===== config.mk =====
export PLATFORM = sky130hd
export DESIGN_NAME = gin_scheduler
export DESIGN_NICKNAME = d
export VERILOG_FILES = /design/src/rtl/gin_scheduler.sv
export SDC_FILE = /design/constraint.sdc
export NUM_CORES = 1
export LEC_CHECK = 0
export CORE_ASPECT_RATIO = 0.5
export CORE_UTILIZATION = 49
export DETAILED_ROUTE_END_ITERATION = 10
export GPL_TIMING_DRIVEN = 0
export PLACE_DENSITY = 0.85
export SYNTH_ARGS = -nofsm -noshare
export SYNTH_HDL_FRONTEND = slang
export SYNTH_SLANG_ARGS = --single-unit

===== constraint.sdc =====
create_clock -name clk -period 12.8 [get_ports clk]
set_input_delay 1.28 -clock clk [delete_from_list [all_inputs] [get_ports clk]]
set_output_delay 1.28 -clock clk [all_outputs]
set_load 0.01 [all_outputs]

===== src/rtl/gin_scheduler.sv =====
// rtl/gin_scheduler.sv - GIN sequencer: loads Y/X ID scan chains, then streams tagged SRAM words into the GIN
// Optional feature macro: GIN_SCHED_STALL_CNT_EN (GIN backpressure cycle counter on stall_cnt)
module gin_scheduler #(
    parameter int NUM_ROW   = 6,
    parameter int NUM_COL   = 8,
    parameter int XID_BITS  = 5,
    parameter int YID_BITS  = 4,
    parameter int DATA_BITS = 32
) (
    input  logic                                 clk,
    input  logic                                 rst,
    input  logic                                 start,
    input  logic [NUM_ROW*YID_BITS-1:0]          yid_table,
    input  logic [NUM_ROW*NUM_COL*XID_BITS-1:0]  xid_table,
    input  logic [YID_BITS:0]                    y_len,
    input  logic [XID_BITS:0]                    x_len,
    output logic                                 busy,
    output logic                                 done,
    output logic                                 set_YID,
    output logic [YID_BITS-1:0]                  YID_scan_in,
    output logic                                 set_XID,
    output logic [XID_BITS-1:0]                  XID_scan_in,
    input  logic                                 src_valid,
    output logic                                 src_ready,
    input  logic [DATA_BITS-1:0]                 src_data,
    output logic                                 GIN_valid,
    input  logic                                 GIN_ready,
    output logic [DATA_BITS-1:0]                 GIN_data,
    output logic [YID_BITS-1:0]                  tag_Y,
    output logic [XID_BITS-1:0]                  tag_X,
    output logic [15:0]                          stall_cnt
);

    localparam int NUM_PE = NUM_ROW * NUM_COL;
    localparam int CNT_W  = $clog2(NUM_PE);
    localparam int YTAB_W = NUM_ROW * YID_BITS;
    localparam int XTAB_W = NUM_PE * XID_BITS;
    localparam logic [CNT_W-1:0]  Y_LAST = CNT_W'(NUM_ROW - 1);
    localparam logic [CNT_W-1:0]  X_LAST = CNT_W'(NUM_PE - 1);
    localparam logic [XID_BITS:0] X_ONE  = (XID_BITS+1)'(1);
    localparam logic [YID_BITS:0] Y_ONE  = (YID_BITS+1)'(1);

    typedef enum logic [2:0] {
        S_IDLE,
        S_SCAN_Y,
        S_SCAN_X,
        S_STREAM,
        S_DONE
    } state_t;

    state_t              r_state;
    // Latched tables are shifted left while scanning so the top slice is always the next ID out
    logic [YTAB_W-1:0]   r_ytab;
    logic [XTAB_W-1:0]   r_xtab;
    logic [YID_BITS:0]   r_y_len;
    logic [XID_BITS:0]   r_x_len;
    logic [CNT_W-1:0]    r_cnt;
    logic [XID_BITS-1:0] r_tag_x;
    logic [YID_BITS-1:0] r_tag_y;

    logic w_stream;
    logic w_xfer;
    logic w_x_last;
    logic w_y_last;
    logic w_empty;

    assign w_stream = (r_state == S_STREAM);
    assign w_xfer   = w_stream & src_valid & GIN_ready;
    assign w_x_last = ({1'b0, r_tag_x} == (r_x_len - X_ONE));
    assign w_y_last = ({1'b0, r_tag_y} == (r_y_len - Y_ONE));
    assign w_empty  = (r_x_len == '0) | (r_y_len == '0);

    assign busy        = (r_state != S_IDLE);
    assign done        = (r_state == S_DONE);
    assign set_YID     = (r_state == S_SCAN_Y);
    assign set_XID     = (r_state == S_SCAN_X);
    assign YID_scan_in = set_YID ? r_ytab[YTAB_W-1 -: YID_BITS] : '0;
    assign XID_scan_in = set_XID ? r_xtab[XTAB_W-1 -: XID_BITS] : '0;
    assign GIN_valid   = w_stream & src_valid;
    assign src_ready   = w_stream & GIN_ready;
    assign GIN_data    = w_stream ? src_data : '0;
    assign tag_Y       = r_tag_y;
    assign tag_X       = r_tag_x;

    // Job sequencer: latch on start, scan Y then X chains, stream x_len*y_len words, pulse done
    always_ff @(posedge clk or posedge rst) begin
        if (rst) begin
            r_state <= S_IDLE;
            r_ytab  <= '0;
            r_xtab  <= '0;
            r_y_len <= '0;
            r_x_len <= '0;
            r_cnt   <= '0;
            r_tag_x <= '0;
            r_tag_y <= '0;
        end else begin
            case (r_state)
                S_IDLE: begin
                    if (start) begin
                        r_ytab  <= yid_table;
                        r_xtab  <= xid_table;
                        r_y_len <= y_len;
                        r_x_len <= x_len;
                        r_cnt   <= '0;
                        r_state <= S_SCAN_Y;
                    end
                end
                S_SCAN_Y: begin
                    r_ytab <= r_ytab << YID_BITS;
                    if (r_cnt == Y_LAST) begin
                        r_cnt   <= '0;
                        r_state <= S_SCAN_X;
                    end else begin
                        r_cnt <= r_cnt + 1'b1;
                    end
                end
                S_SCAN_X: begin
                    r_xtab <= r_xtab << XID_BITS;
                    if (r_cnt == X_LAST) begin
                        r_cnt   <= '0;
                        r_state <= w_empty ? S_DONE : S_STREAM;
                    end else begin
                        r_cnt <= r_cnt + 1'b1;
                    end
                end
                S_STREAM: begin
                    if (w_xfer) begin
                        if (w_x_last) begin
                            r_tag_x <= '0;
                            if (w_y_last) begin
                                r_tag_y <= '0;
                                r_state <= S_DONE;
                            end else begin
                                r_tag_y <= r_tag_y + 1'b1;
                            end
                        end else begin
                            r_tag_x <= r_tag_x + 1'b1;
                        end
                    end
                end
                S_DONE: begin
                    r_tag_x <= '0;
                    r_tag_y <= '0;
                    r_state <= S_IDLE;
                end
                default: r_state <= S_IDLE;
            endcase
        end
    end

`ifdef GIN_SCHED_STALL_CNT_EN
    logic [15:0] r_stall_cnt;

    // Saturating count of streaming cycles where a valid word is held back by the GIN
    always_ff @(posedge clk or posedge rst) begin
        if (rst) begin
            r_stall_cnt <= '0;
        end else if ((r_state == S_IDLE) && start) begin
            r_stall_cnt <= '0;
        end else if (GIN_valid && !GIN_ready && (r_stall_cnt != 16'hFFFF)) begin
            r_stall_cnt <= r_stall_cnt + 16'd1;
        end
    end

    assign stall_cnt = r_stall_cnt;
`else
    assign stall_cnt = 16'd0;
`endif

endmodule


## After elaboration in Yosys (flattened, before gate mapping)

Index checks and enable logic that the tools add are counted.

- Register bits after elaboration: 293
- Input bits: 312
- Output and inout port bits: 72

- Add/sub/neg operators: 5
- Equality and inequality tests: 14
- Muxes and demuxes: 26
- Bitwise gates (word level): 4
- Reductions and logical operators: 15

Operators with widths:

| cell | number |
|---|---|
| $pmux W240 S2 | 1 |
| $mux W240 | 1 |
| $pmux W24 S2 | 1 |
| $mux W32 | 1 |
| $mux W24 | 1 |
| $mux W3 | 7 |
| $mux W6 | 3 |
| $pmux W6 S3 | 1 |
| $mux W4 | 4 |
| $mux W5 | 3 |
| $pmux W3 S4 | 1 |
| $ne A2 B1 Y1 const B | 5 |
| $pmux W5 S2 | 1 |
| $reduce_and A2 Y1 | 5 |
| $pmux W4 S2 | 1 |
| $add A6 B1 Y6 const B | 1 |
| $eq A3 B2 Y1 const B | 2 |
| $eq A5 B6 Y1 | 1 |
| $eq A6 B3 Y1 const B | 1 |
| $eq A6 B6 Y1 const B | 1 |
| $logic_not A6 Y1 | 1 |
| $reduce_and A6 Y1 | 1 |
| $reduce_bool A2 Y1 | 3 |
| $reduce_bool A3 Y1 | 2 |
| 13 further kinds | 15 |

## Logic depth before layout (Yosys ltp)

- Word-level depth: 6
- Mapped depth: 9

## Least setup slack after synthesis

Ideal clock, no wire load.

- Path kind: in2out
- Start point: input src_data[0]
- End point: output GIN_data[0]
- Data arrival time: 1.460 ns
- Data required time: 11.520 ns
- Path slack: 10.060 ns
- Stages: 1
- Cells stage by stage: and3_1

- Cells in the longest elaborated chain, start to end: 1

RTL lines:

| what | RTL line | RTL |
|---|---|---|
| from (decl) | 25 | `input logic [DATA_BITS-1:0] src_data,` |
| $mux W32 | 81 | `assign GIN_data = w_stream ? src_data : '0;` |
| to (decl) | 28 | `output logic [DATA_BITS-1:0] GIN_data,` |

No other way between the ends.

## Worst setup path after layout

- Start point: register r_state[0]
- End point: output XID_scan_in[2]

- Cells in the longest elaborated chain, start to end: 2

RTL lines:

| what | RTL line | RTL |
|---|---|---|
| from (decl) | 51 | `state_t r_state;` |
| from (signal assigned) | 121 | `r_state <= w_empty ? S_DONE : S_STREAM;` |
| $eq A3 B2 Y1 | 76 | `assign set_XID = (r_state == S_SCAN_X);` |
| $mux W5 | 78 | `assign XID_scan_in = set_XID ? r_xtab[XTAB_W-1 -: XID_BITS] : '0;` |
| to (decl) | 22 | `output logic [XID_BITS-1:0] XID_scan_in,` |

No other way between the ends.

==> impl_results.html <==
<table>
<tr><th>Metric</th><th>Value</th></tr>
<tr><th colspan="2">Drt</th></tr>
<tr><td>DR pass1 iterations</td><td>7</td></tr>
<tr><td>Detail Route Antenna Nets</td><td>0</td></tr>
<tr><td>Total vias in the final route</td><td>around 14000</td></tr>
<tr><td>Average via count per standard cell</td><td>5.42</td></tr>
<tr><td>Routed wire length</td><td>around 42 mm</td></tr>
<tr><td>Count of unresolved DRC violations after routing</td><td>0</td></tr>
<tr><td>Starting DRT DRC Count</td><td>around 1300</td></tr>
<tr><td>Average detailed-routed wire length per instance</td><td>roughly 17 um</td></tr>
<tr><th colspan="2">Power</th></tr>
<tr><td>Leakage power total</td><td>roughly 8.2 nW</td></tr>
<tr><td>P per Cell Area</td><td>around 100 nW/um^2</td></tr>
<tr><td>Peak VDD IR</td><td>between 0.07 and 0.08 mV</td></tr>
<tr><th colspan="2">CTS</th></tr>
<tr><td>Clock buffers created by TritonCTS</td><td>26</td></tr>
<tr><td>CTS H-tree lvls</td><td>1</td></tr>
<tr><td>TritonCTS clock tree</td><td>built</td></tr>
<tr><td>Clock tree root buffer cell</td><td>clkbuf_16</td></tr>
<tr><td>CTS clk-pin slew, worst paths</td><td>about 70 ps</td></tr>
<tr><td>Count of hold buffers inserted by post-cts repair</td><td>0</td></tr>
<tr><td>CTS resizes</td><td>0</td></tr>
<tr><td>Number of clock sinks</td><td>slightly below 300</td></tr>
<tr><td>Number of post-CTS setup repair buffers</td><td>0</td></tr>
<tr><td>Max Root-Sink Buffers</td><td>3</td></tr>
<tr><td>Clk_lat worst skew</td><td>between 500 and 600 ps</td></tr>
<tr><th colspan="2">Timing</th></tr>
<tr><td>Unrepaired setup endpoints after global routing</td><td>no</td></tr>
<tr><td>Minimum hold slack</td><td>about 510 ps</td></tr>
<tr><td>Post-layout minimum cycle time</td><td>4120 ps</td></tr>
<tr><td>Normalized max-slew margin</td><td>between 50% and 60%</td></tr>
<tr><td>Final Hold Fails</td><td>0</td></tr>
<tr><td>Slew of the pin with the lowest slew margin</td><td>between 700 and 800 ps</td></tr>
<tr><td>Final cycle utilization of the critical path</td><td>between 30% and 40%</td></tr>
<tr><td>Setup skew after layout</td><td>roughly 26 ps</td></tr>
<tr><td>Max-slew violation count</td><td>0</td></tr>
<tr><td>Setup-failing EPs final</td><td>0</td></tr>
<tr><td>Max Clk Rate</td><td>between 200 and 250 MHz</td></tr>
<tr><td>Worst path setup slack after routing</td><td>slightly below 9000 ps</td></tr>
<tr><th colspan="2">Setup path</th></tr>
<tr><td>Cell family with most CP delay</td><td>buffers and inverters</td></tr>
<tr><td>Logic depth of the worst path, buffers included</td><td>7</td></tr>
<tr><td>Critical path type</td><td>reg2out</td></tr>
<tr><td>Longest individual stage delay on the worst path</td><td>between 500 and 600 ps</td></tr>
<tr><td>Critical-path top delay cell</td><td>clkdlybuf4s50_1</td></tr>
<tr><td>Crit path required time</td><td>between 10000 and 15000 ps</td></tr>
<tr><td>Most used cell along the critical path</td><td>clkbuf_1</td></tr>
<tr><td>Max Fanout on Critical Path</td><td>10</td></tr>
<tr><td>Data arrival, critical path</td><td>about 2800 ps</td></tr>
<tr><td>Kind of launch point of the worst setup path</td><td>register</td></tr>
<tr><td>Sum of buffers and inverters on the critical path</td><td>5</td></tr>
<tr><td>Cells along the critical path</td><td>clkbuf_1, nand2b_1, clkbuf_1, inv_2, clkbuf_1, and2_1, clkdlybuf4s50_1</td></tr>
<tr><td>Setup crit end kind</td><td>output pin</td></tr>
<tr><td>FF-to-FF path depth</td><td>7</td></tr>
<tr><th colspan="2">Synth</th></tr>
<tr><td>Post-Synthesis Mean Instance Area</td><td>between 8 and 9 um^2</td></tr>
<tr><td>Portion of the post-synthesis area used by sequential elements</td><td>a little over half</td></tr>
<tr><td>Distinct cells, synth</td><td>47</td></tr>
<tr><td>Warnings, synthesis</td><td>0</td></tr>
<tr><td>Register bit total from synthesis</td><td>slightly below 300</td></tr>
<tr><td>Post-synth EDFFs</td><td>0</td></tr>
<tr><td>Dominant register cell in the synthesized netlist</td><td>dfrtp_1</td></tr>
<tr><td>Mapped cell area</td><td>13800 um^2</td></tr>
<tr><td>Synthesized instance count</td><td>around 1700</td></tr>
<tr><td>Synth async-reset ratio</td><td>100%</td></tr>
<tr><th colspan="2">Min path</th></tr>
<tr><td>Hold Path Cell Cnt</td><td>2</td></tr>
<tr><td>Hold/Removal Path Class</td><td>reg2reg</td></tr>
<tr><th colspan="2">Final layout</th></tr>
<tr><td>Fill cells</td><td>~2100</td></tr>
<tr><td>Post-synthesis to final-layout area growth</td><td>37.9%</td></tr>
<tr><td>Layout cell share with drive strength beyond 1</td><td>4.62%</td></tr>
<tr><td>Post-layout nets</td><td>between 2000 and 2500</td></tr>
<tr><td>Total non-filler cell area in the finished layout</td><td>~19000 um^2</td></tr>
<tr><th colspan="2">Die</th></tr>
<tr><td>Starting density of the core</td><td>between 40 and 50%</td></tr>
<tr><td>Die footprint</td><td>approximately 29000 um^2</td></tr>
<tr><td>Die W</td><td>between 200 and 250 um</td></tr>
<tr><td>Die Y</td><td>about 120 um</td></tr>
<tr><td>Boundary pin count</td><td>384</td></tr>
<tr><td>Area of the core region</td><td>27700 um^2</td></tr>
<tr><td>Site Rows</td><td>between 40 and 50</td></tr>
<tr><th colspan="2">Outcome</th></tr>
<tr><td>Status</td><td>finished, final reports clean</td></tr>
<tr><th colspan="2">Global routing</th></tr>
<tr><td>Initial antenna violation count</td><td>16</td></tr>
<tr><td>Global-route wire length before repair</td><td>65.8 mm</td></tr>
<tr><td>Number of global-route vias before repair</td><td>around 13000</td></tr>
<tr><td>Remaining Overflow, GRT</td><td>0</td></tr>
<tr><td>Global-route usage over all layers</td><td>around 29%</td></tr>
<tr><td>Pin count of the biggest net entering global routing</td><td>124</td></tr>
<tr><th colspan="2">Placement</th></tr>
<tr><td>Buffers added on ports</td><td>about 370</td></tr>
<tr><td>Dpl hpwl</td><td>between 30 and 40 mm</td></tr>
<tr><td>Total cell area at the placement stage</td><td>between 15000 and 20000 um^2</td></tr>
<tr><td>Weighted congestion at the end of routability-driven global placement</td><td>0.888</td></tr>
<tr><td>Pre-CTS WS</td><td>8960 ps</td></tr>
<tr><th colspan="2">Run</th></tr>
<tr><td>Maxcap violations</td><td>0</td></tr>
</table>
-- final cells by class --
type | count | area [um^2] | share of cell area (%)
flip-flops and latches | 293 | 7330 | 38.5
multi-input cells | 1250 | 5830 | 30.6
repair buffers | 369 | 3730 | 19.6
clock buffers | 40 | 805 | 4.22
plain buffers | 147 | 658 | 3.46
well taps | 382 | 478 | 2.51
clock inverters | 8 | 120 | 0.631
inverters | 13 | 56.3 | 0.296
diodes | 15 | 37.5 | 0.197
-- cells by family (layout without fill, tap and decap cells) --
logic type                 Yosys count  after routing  synth area share (%)
AOI/OAI and AO/OA                  306            306                  13.9
and+or+nand+nor                    905            905                  26.2
buffers and inverters              160            577                  5.12
adders and majority gates            7              7                 0.634
DFF                                293            293                  53.1
other                                1             31                0.0272
muxes                                4              4                 0.290
xor gates and xnor gates            12             12                 0.761
-- flip-flops by register name (all words and copies together), names as in the netlist --
signal and flops:
tag_X 5, r_state 3, r_cnt 6, r_x_len 6
tag_Y 4, r_xtab 240, r_y_len 5, r_ytab 24
-- final timing paths --
| check | from | end | slack [ps] |
|---|---|---|---|
| worst max-delay path | r_state[0] | XID_scan_in[2] | 8680 |
| worst min-delay path | r_ytab[22] | r_ytab[22] | 510 |
| worst max register to register | r_state[0] | r_xtab[82] | 10050 |
| worst min register to register | r_ytab[22] | r_ytab[22] | 510 |
| max in group asynchronous | rst | r_xtab[61] | 10180 |
| min in group asynchronous | rst | r_xtab[180] | 1190 |
-- placed cells by master, fill, tap and decap left out, types with 12 or more instances in the layout --
cell	instances
buf_2	31
and2_1	12
nor2_1	278
diode_2	15
clkbuf_1	96
nand2_1	534
conb_1	16
o22ai_1	25
clkdlybuf4s50_1	367
clkbuf_16	27
and3_1	35
dfrtp_1	293
a31oi_1	239
o21ai_1	14
nand3_1	16
buf_4	16
-- tightest hold or removal path: stages, from the launching register on --
cell	delay, ps
dfrtp_1	350
nor2_1	50
nor2_1	70
-- metal layers --
layer	up-vias	part of all wire (%)	GRT usage, %
met4	2	5.0	16.4
met1	6526	42	37.4
met5	-	0.028	0
met2	493	48	46.2
li1	6474	-	-
met3	137	5.2	4.63
-- metrics by stage --
stage	power, mW	TNS [ps]	util, %	std cells
after floorplan	0.964	0	-	1703
after global placement	1.07	-9140	65.0	2452
after detailed placement	1.07	0	65.3	2454
after CTS	1.91	0	68.6	2502
after global routing	1.95	0	68.7	2516
final	1.90	0	68.7	2517
-- cells in the mapped netlist (2+ instances only) --
cell type / instances / share of area [%]
o211ai_1: 3 / 0.16
or3_1: 3 / 0.14
xor2_1: 4 / 0.25
buf_4: 16 / 0.87
nand3_1: 16 / 0.58
nor3_1: 7 / 0.25
mux2i_1: 4 / 0.29
o22ai_1: 25 / 1.1
and3_1: 35 / 1.6
nand2_1: 534 / 15
clkbuf_1: 91 / 2.5
a31oi_1: 239 / 11
and2_1: 12 / 0.54
inv_2: 2 / 0.054
nor2b_1: 3 / 0.14
nand3b_1: 2 / 0.11
xnor2_1: 8 / 0.51
buf_1: 8 / 0.22
o31ai_1: 2 / 0.11
o21ai_1: 14 / 0.51
dfrtp_1: 293 / 53
buf_2: 31 / 1.1
a211oi_1: 3 / 0.16
a22oi_1: 2 / 0.11
inv_1: 11 / 0.30
or3b_1: 3 / 0.19
nor4_1: 2 / 0.091
a21oi_1: 10 / 0.36
nor2_1: 278 / 7.6
ha_1: 7 / 0.63
nand2b_1: 4 / 0.18
-- report_power, final --
group	total (mW)	switching, mW	internal (mW)
combinational	0.127	0.0385	0.0885
sequential	0.925	0	0.925
clock	0.852	0.359	0.494
total	1.90	0.397	1.51
Power figures use the tool's default switching activity.
